### config.mk
export PLATFORM = sky130hd
export DESIGN_NAME = sat_accum
export DESIGN_NICKNAME = d
export VERILOG_FILES = /design/src/rtl/sat_accum.sv
export SDC_FILE = /design/constraint.sdc
export NUM_CORES = 1
export LEC_CHECK = 0
export BUFFER_PORTS_ARGS = -buffer_cell sky130_fd_sc_hd__buf_4
export CAP_MARGIN = 10
export CORE_AREA = 10 10 106 61
export CTS_CLUSTER_DIAMETER = 100
export CTS_CLUSTER_SIZE = 24
export DETAILED_ROUTE_END_ITERATION = 8
export DIE_AREA = 0 0 116 71
export GPL_TIMING_DRIVEN = 0
export PLACE_DENSITY = 0.78
export SLEW_MARGIN = 15
export SYNTH_ARGS = -nofsm -noshare
export SYNTH_HDL_FRONTEND = slang
export SYNTH_SLANG_ARGS = --single-unit
### constraint.sdc
create_clock -name clk -period 3.7 [get_ports clk]
set_clock_uncertainty 0.05 [all_clocks]
set_input_delay 0.185 -clock clk [delete_from_list [all_inputs] [get_ports clk]]
set_output_delay 0.185 -clock clk [all_outputs]
set_load 0.02 [all_outputs]
### src/rtl/sat_accum.sv
// Saturating frame accumulator: reduces a stream of WIDTH-bit samples to one
// result per frame with unsigned/signed saturation or wrap at every addition.
module sat_accum #(
  parameter int WIDTH = 12,
  parameter int LEN_W = 8
) (
  input  logic             clk,
  input  logic             rst_n,
  input  logic             clr,
  input  logic [1:0]       mode,
  input  logic [LEN_W-1:0] len,
  input  logic             in_valid,
  output logic             in_ready,
  input  logic [WIDTH-1:0] din,
  output logic             out_valid,
  input  logic             out_ready,
  output logic [WIDTH-1:0] dout,
  output logic             ovf
);

  typedef enum logic {ST_ACC, ST_HOLD} state_t;

  localparam logic [WIDTH-1:0] SAT_UMAX = {WIDTH{1'b1}};
  localparam logic [WIDTH-1:0] SAT_SMAX = {1'b0, {(WIDTH-1){1'b1}}};
  localparam logic [WIDTH-1:0] SAT_SMIN = {1'b1, {(WIDTH-1){1'b0}}};
  localparam logic [LEN_W-1:0] LEN_ONE  = {{(LEN_W-1){1'b0}}, 1'b1};

  state_t           r_state;
  logic [WIDTH-1:0] r_acc;
  logic             r_ovf;
  logic [LEN_W-1:0] r_cnt;
  logic [1:0]       r_mode;
  logic [LEN_W-1:0] r_len;

  state_t           w_state_nxt;
  logic [WIDTH-1:0] w_acc_nxt;
  logic             w_ovf_nxt;
  logic [LEN_W-1:0] w_cnt_nxt;
  logic [1:0]       w_mode_nxt;
  logic [LEN_W-1:0] w_len_nxt;

  logic             w_accept;
  logic             w_first;
  logic [1:0]       w_mode;
  logic [LEN_W-1:0] w_len;
  logic             w_last;
  logic [WIDTH:0]   w_sum;
  logic             w_carry;
  logic             w_sovf;
  logic [WIDTH-1:0] w_step_val;
  logic             w_step_flag;

  assign in_ready  = (r_state == ST_ACC) & ~clr & rst_n;
  assign out_valid = (r_state == ST_HOLD);
  assign dout      = r_acc;
  assign ovf       = r_ovf;

  // The first sample of a frame must already see the mode/len being latched.
  assign w_accept = in_valid & in_ready;
  assign w_first  = (r_cnt == '0);
  assign w_mode   = w_first ? mode : r_mode;
  assign w_len    = w_first ? len  : r_len;
  assign w_last   = (w_len == '0) || (r_cnt == w_len - LEN_ONE);

  assign w_sum   = {1'b0, r_acc} + {1'b0, din};
  assign w_carry = w_sum[WIDTH];
  assign w_sovf  = (r_acc[WIDTH-1] == din[WIDTH-1]) &&
                   (w_sum[WIDTH-1] != r_acc[WIDTH-1]);

  always_comb begin
    // NOTE: every signal gets a default first so no path leaves it unassigned,
    // which would otherwise infer a latch.
    w_step_val  = w_sum[WIDTH-1:0];
    w_step_flag = w_carry;
    case (w_mode)
      2'b00: if (w_carry) w_step_val = SAT_UMAX;
      2'b01: begin
        w_step_flag = w_sovf;
        if (w_sovf) w_step_val = r_acc[WIDTH-1] ? SAT_SMIN : SAT_SMAX;
      end
      default: ;
    endcase
  end

  always_comb begin
    w_state_nxt = r_state;
    w_acc_nxt   = r_acc;
    w_ovf_nxt   = r_ovf;
    w_cnt_nxt   = r_cnt;
    w_mode_nxt  = r_mode;
    w_len_nxt   = r_len;
    if (clr) begin
      w_state_nxt = ST_ACC;
      w_acc_nxt   = '0;
      w_ovf_nxt   = 1'b0;
      w_cnt_nxt   = '0;
    end else begin
      case (r_state)
        ST_ACC: if (w_accept) begin
          w_acc_nxt = w_step_val;
          w_ovf_nxt = r_ovf | w_step_flag;
          if (w_first) begin
            w_mode_nxt = mode;
            w_len_nxt  = len;
          end
          // cnt parks at len-1 on the final sample so it never wraps.
          if (w_last) w_state_nxt = ST_HOLD;
          else        w_cnt_nxt   = r_cnt + LEN_ONE;
        end
        ST_HOLD: if (out_ready) begin
          w_state_nxt = ST_ACC;
          w_acc_nxt   = '0;
          w_ovf_nxt   = 1'b0;
          w_cnt_nxt   = '0;
        end
        default: w_state_nxt = ST_ACC;
      endcase
    end
  end

  // NOTE: state uses non-blocking assignments so every register samples the
  // pre-edge values, independent of statement order.
  always_ff @(posedge clk) begin
    if (!rst_n) begin
      r_state <= ST_ACC;
      r_acc   <= '0;
      r_ovf   <= 1'b0;
      r_cnt   <= '0;
      r_mode  <= 2'b00;
      r_len   <= LEN_ONE;
    end else begin
      r_state <= w_state_nxt;
      r_acc   <= w_acc_nxt;
      r_ovf   <= w_ovf_nxt;
      r_cnt   <= w_cnt_nxt;
      r_mode  <= w_mode_nxt;
      r_len   <= w_len_nxt;
    end
  end

endmodule

======== Yosys cells after proc, flatten, opt, wreduce, memory -nomap -nowiden ========
Cells that the tools add are included.
W data, S select, Z words.
operators by class
  $add $sub $neg .......................... 3
  $mul .................................... 0
  div/mod/pow operators ................... 0
  order comparisons ....................... 0
  equality and inequality tests ........... 7
  shift-type cells ........................ 0
  muxes and demuxes ....................... 21
  bitwise operators ....................... 7
  reduce and logical (&&, ||, !) cells .... 9
operators with widths
  cell                   count
  $mux W12               5
  $pmux W12 S2           2
  $mux W8                4
  $logic_not A8 Y1       2
  $pmux W8 S2            1
  $add A12 B12 Y13       1
  $add A8 B1 Y8 const B  1
  $eq A8 B8 Y1           1
  $sub A8 B1 Y8 const B  1
  $mux W1                6
  $ne A2 B2 Y1 const B   3
  $reduce_and A3 Y1      2
  $pmux W1 S2            2
  $and A1 B1 Y1          3
  $not A1 Y1             3
  $eq A2 B1 Y1 const B   1
  $logic_not A2 Y1       1
  $mux W2                1
  $reduce_and A2 Y1      1
  $reduce_or A2 Y1       1
  $eq A1 B1 Y1           1
  $logic_and A1 B1 Y1    1
  $logic_or A1 B1 Y1     1
  $ne A1 B1 Y1           1
  $or A1 B1 Y1           1
word-level totals
  flip-flop bits (word level) ............. 32
  latch bits .............................. 0
  memory bits (writable) .................. 0
  memory bits (read-only) ................. 0
  input port bits ......................... 27
  output and inout port bits .............. 15
  logic and storage cells ................. 53
  memories ................................ 0

======== Longest topological paths before layout ========
  word-level depth ........................ 8
  gate-level depth with buffers ........... 15
  gate-level depth less buffers ........... 13

======== Worst setup path after synthesis ========
No wires, ideal clock.
  kind .................................... reg-to-reg
  start ................................... reg r_cnt[0]
  end ..................................... reg r_cnt[7]
  setup time .............................. 61 ps
  arrival ................................. 3229 ps
  required time ........................... 3589 ps
  slack ................................... 359 ps
  cell stages (with the launch flop) ...... 16
  path buffers ............................ 2
  period minus slack after synthesis ...... 3341 ps
  path through ............................ dfxtp_1 -> inv_1 -> ha_1 -> or3b_2 -> buf_2 -> nor2_4 -> buf_2 -> mux2i_1 -> ha_1 -> xor2_1 -> nand3_1 -> and3b_1 -> nand4_1 -> a21oi_2 -> or4b_1 -> nand2_1
between the ends
  cells in the longest elaborated chain, start to end .. 7
  elaborated cells between the ends (all ways) .. 12
  classes of those cells .................. add/sub (2); eq/ne (2); mux (4); reduce/logical (4)
RTL lines
  element                             line  text
  from (decl)                         31    logic [LEN_W-1:0] r_cnt;
  from (signal assigned)              135   r_cnt <= w_cnt_nxt;
  $logic_not A8 Y1                    60    assign w_first = (r_cnt == '0);
  $mux W8                             -
  $sub A8 B1 Y8                       63    assign w_last = (w_len == '0) || (r_cnt == w_len - LEN_ONE);
  $eq A8 B8 Y1                        63
  $logic_or A1 B1 Y1                  63
  $ne A2 B2 Y1 (no source line)       -
  $reduce_and A3 Y1 (no source line)  -
Parallel ways exist; a longest one is shown, timed or not. The select of a mux whose other input is x is not followed.
A chain may end at the register's enable or synchronous reset.

======== Final worst setup path ========
  start ................................... reg r_cnt[1]
  end ..................................... reg r_cnt[7]
The elaborated chain is that of the path after synthesis.

==> results.sh <==
export IMPL_globalplace_congestion=0.930
export IMPL_finalHoldViolations=0
export IMPL_mostFrequentLayoutCells="45 x nand2_1, 42 x buf_4, 32 x dfxtp_1"
export IMPL_ys_seq_area_share_pct=25.3
export IMPL_r2r_start="r_cnt[1]"
export IMPL_synth_area_leaders="dfxtp_1 25%, ha_1 7.9%, nand2_1 6.7%"
export IMPL_r2r_cells=14
export IMPL_die_area_mm2=0.00824
export IMPL_stdcell_area_mm2=0.00305
export IMPL_grt_max_degree=11
export IMPL_ir_worst_vdd_v=0.000137
export IMPL_initial_core_util_pct=54.1
export IMPL_p_per_area_mw_per_mm2=287
export IMPL_setup_ws_ns=0.261
export IMPL_wl_met1_um=3790
export IMPL_async_flop_share_pct=0
export IMPL_die_w_um=116
export IMPL_wl_met3_um=1060
export IMPL_fin_tns_setup_ns=0
export IMPL_min_period_ns=3.44
export IMPL_clock_latency_ns=0.30
export IMPL_core_mm2=0.00468
export IMPL_rows=18
export IMPL_setup_violations=0
export IMPL_crit_start="r_cnt[1]"
export IMPL_ys_seq_elements=32
export IMPL_critPathLaunchType="flip-flop"
export IMPL_r2r_end="r_cnt[7]"
export IMPL_yosys_warnings=0
export IMPL_numPortBuffers=41
export IMPL_ctsHoldBuffers=0
export IMPL_min_to="r_mode[0]"
export IMPL_cp_end_kind="flip-flop"
export IMPL_antenna_left=0
export IMPL_drv_slew=0
export IMPL_worstPathMaxFanout=10
export IMPL_path_clk_slew_ns=0.07
export IMPL_synth_edf_count=0
export IMPL_drtIter0Drc=339
export IMPL_fin_crit_sh_pct=92.9
export IMPL_drive_gt1_share_pct=17.8
export IMPL_arrival_ns=3.63
export IMPL_routed_top_layer="met4"
export IMPL_crit_type="reg -> reg"
export IMPL_synthCells=327
export IMPL_first_global_vias=2382
export IMPL_final_common_cell="nand2_1"
export IMPL_worst_pin_slew_ns=1.04
export IMPL_vias=2744
export IMPL_status="completed"
export IMPL_cts_root_buf="clkbuf_8"
export IMPL_grt_pass1_wl_um=12400
export IMPL_h_tree_depth=2
export IMPL_hold_depth=3
export IMPL_fmax_mhz=291
export IMPL_ctsLongestPathBuffers=2
export IMPL_ioPinCount=42
export IMPL_synth_top_area_share_pct=25.3
export IMPL_pre_cts_ws_ns=-0.170
export IMPL_syn_area_mm2=0.00253
export IMPL_maxCapViolCount=0
export IMPL_cts_tree="built"
export IMPL_holdCritStartpoint="mode[0]"
export IMPL_cts_sinks=32
export IMPL_synth_area_leader_cell="dfxtp_1"
export IMPL_leakage_nw=1.28
export IMPL_syn_nets=371
export IMPL_antenna_found_initial=0
export IMPL_firstDrtPassIters=5
export IMPL_routed_wl_um=7970
export IMPL_dr_wl_met2_um=2970
export IMPL_syn_mean_instance_area_um2=7.75
export IMPL_fin_util_pct=65.1
export IMPL_nets=419
export IMPL_vias_per_cell=6.29
export IMPL_drc_errors=0
export IMPL_holdWs_ns=0.107
export IMPL_track_usage_pct=18.7
export IMPL_required_ns=3.89
export IMPL_hold_path_class="in -> reg"
export IMPL_die_height_um=71
export IMPL_wl_per_cell_um=18.3
export IMPL_numCtsBuffers=5
export IMPL_synth_top_flop_cell="dfxtp_1"
export IMPL_diodes=0
export IMPL_dp_hpwl_um=6050
export IMPL_area_growth_pct=20.4
export IMPL_gr_total_overflow=0
export IMPL_rsz0062_at_grt="no"
export IMPL_placed_area_mm2=0.00292
export IMPL_max_slew_margin_pct=30.4
export IMPL_rrSetupSlack_ns=0.26
export IMPL_ys_types=56
-- worst max-delay path by stage --
stage                          end  cells after the start  slack (ns)
after detailed placement  r_cnt[3]                     15       -0.17
after CTS                 r_cnt[7]                     15        0.02
final                     r_cnt[7]                     14        0.26
after global placement    r_cnt[7]                     15       -0.09
after global routing      r_cnt[7]                     14        0.11
after floorplan           r_cnt[7]                     15        0.36
-- metal layers --
| layer | vias up | track usage [%] |
|---|---|---|
| met4 | 0 | 4.97 |
| li1 | 1309 | - |
| met2 | 177 | 24.0 |
| met3 | 20 | 6.82 |
| met5 | - | 0 |
| met1 | 1238 | 27.8 |
-- sequential cells by signal, indices dropped and copies added, names as in the netlist --
name / count
out_valid: 1
r_len: 8
r_cnt: 8
r_mode: 2
ovf: 1
dout: 12
-- cell type report --
| type | instances | area (um^2) |
|---|---|---|
| buffer | 14 | 76.3 |
| clock buffer | 6 | 82.6 |
| clock inverter | 2 | 10.0 |
| fill | 397 | 1630 |
| inverter | 11 | 41.3 |
| multi-input combinational | 269 | 1810 |
| sequential | 32 | 641 |
| tap | 60 | 75.1 |
| timing repair buffer | 42 | 315 |
-- synth_stat cells, types with 3 or more instances --
library cell / number
mux2i_1: 5
a21oi_1: 21
dfxtp_1: 32
nand2b_1: 10
nor2_1: 20
a211oi_1: 12
nor4_1: 6
xnor2_1: 8
ha_1: 16
nand3_1: 16
clkbuf_1: 10
nand2_1: 45
inv_1: 11
o21a_1: 5
o311ai_0: 4
buf_2: 3
a21boi_0: 8
o21ai_0: 20
xor2_1: 8
a21o_1: 3
nor3_1: 12
or4_1: 5
a2111oi_0: 3
o211a_1: 4
-- kinds of logic after synthesis --
kind of cell             Yosys count  share of synthesized area, %
multiplexers                       6                          2.42
XOR/XNOR                          16                          5.53
AND/OR/NAND/NOR                  132                          26.7
buffers and inverters             26                          4.59
flip-flops                        32                          25.3
AO/OA/AOI/OAI                     98                          26.8
adder cells (fa/ha/maj)           17                          8.69
-- where the power goes --
part | leakage (nW) | total (W) | switching (W) | internal, W
registers | 0.260 | 0.000367 | 0.0000115 | 0.000355
logic | 0.970 | 0.000217 | 0.000121 | 0.0000956
clock network | 0.0510 | 0.000292 | 0.000144 | 0.000148
-- through the flow --
step / instances / power, W
6_report: 436 / 0.000875
5_1_grt: 436 / 0.000915
4_1_cts: 437 / 0.000867
3_5_place_dp: 428 / 0.000579
3_3_place_gp: 428 / 0.000574
2_1_floorplan: 327 / 0.000506
-- critical path, cell delays in order (launching register included) --
cell     delay [ns]
dfxtp_1        0.36
inv_1          0.10
ha_1           0.17
or3b_4         0.47
nor2_4         0.17
buf_6          0.16
mux2i_4        0.28
ha_2           0.25
xor2_1         0.20
nand3_1        0.10
and3b_1        0.19
nand4_1        0.15
a21oi_4        0.11
or4b_1         0.53
nand2_1        0.08
-- repair_timing --
item,CTS,global route
buffers inserted,1,0
pin swaps,1,0
hold endpoints to repair,0,0
gates resized for setup,3,7
setup endpoints to repair,8,8
Note: power is estimated with default switching activity, not from simulation.
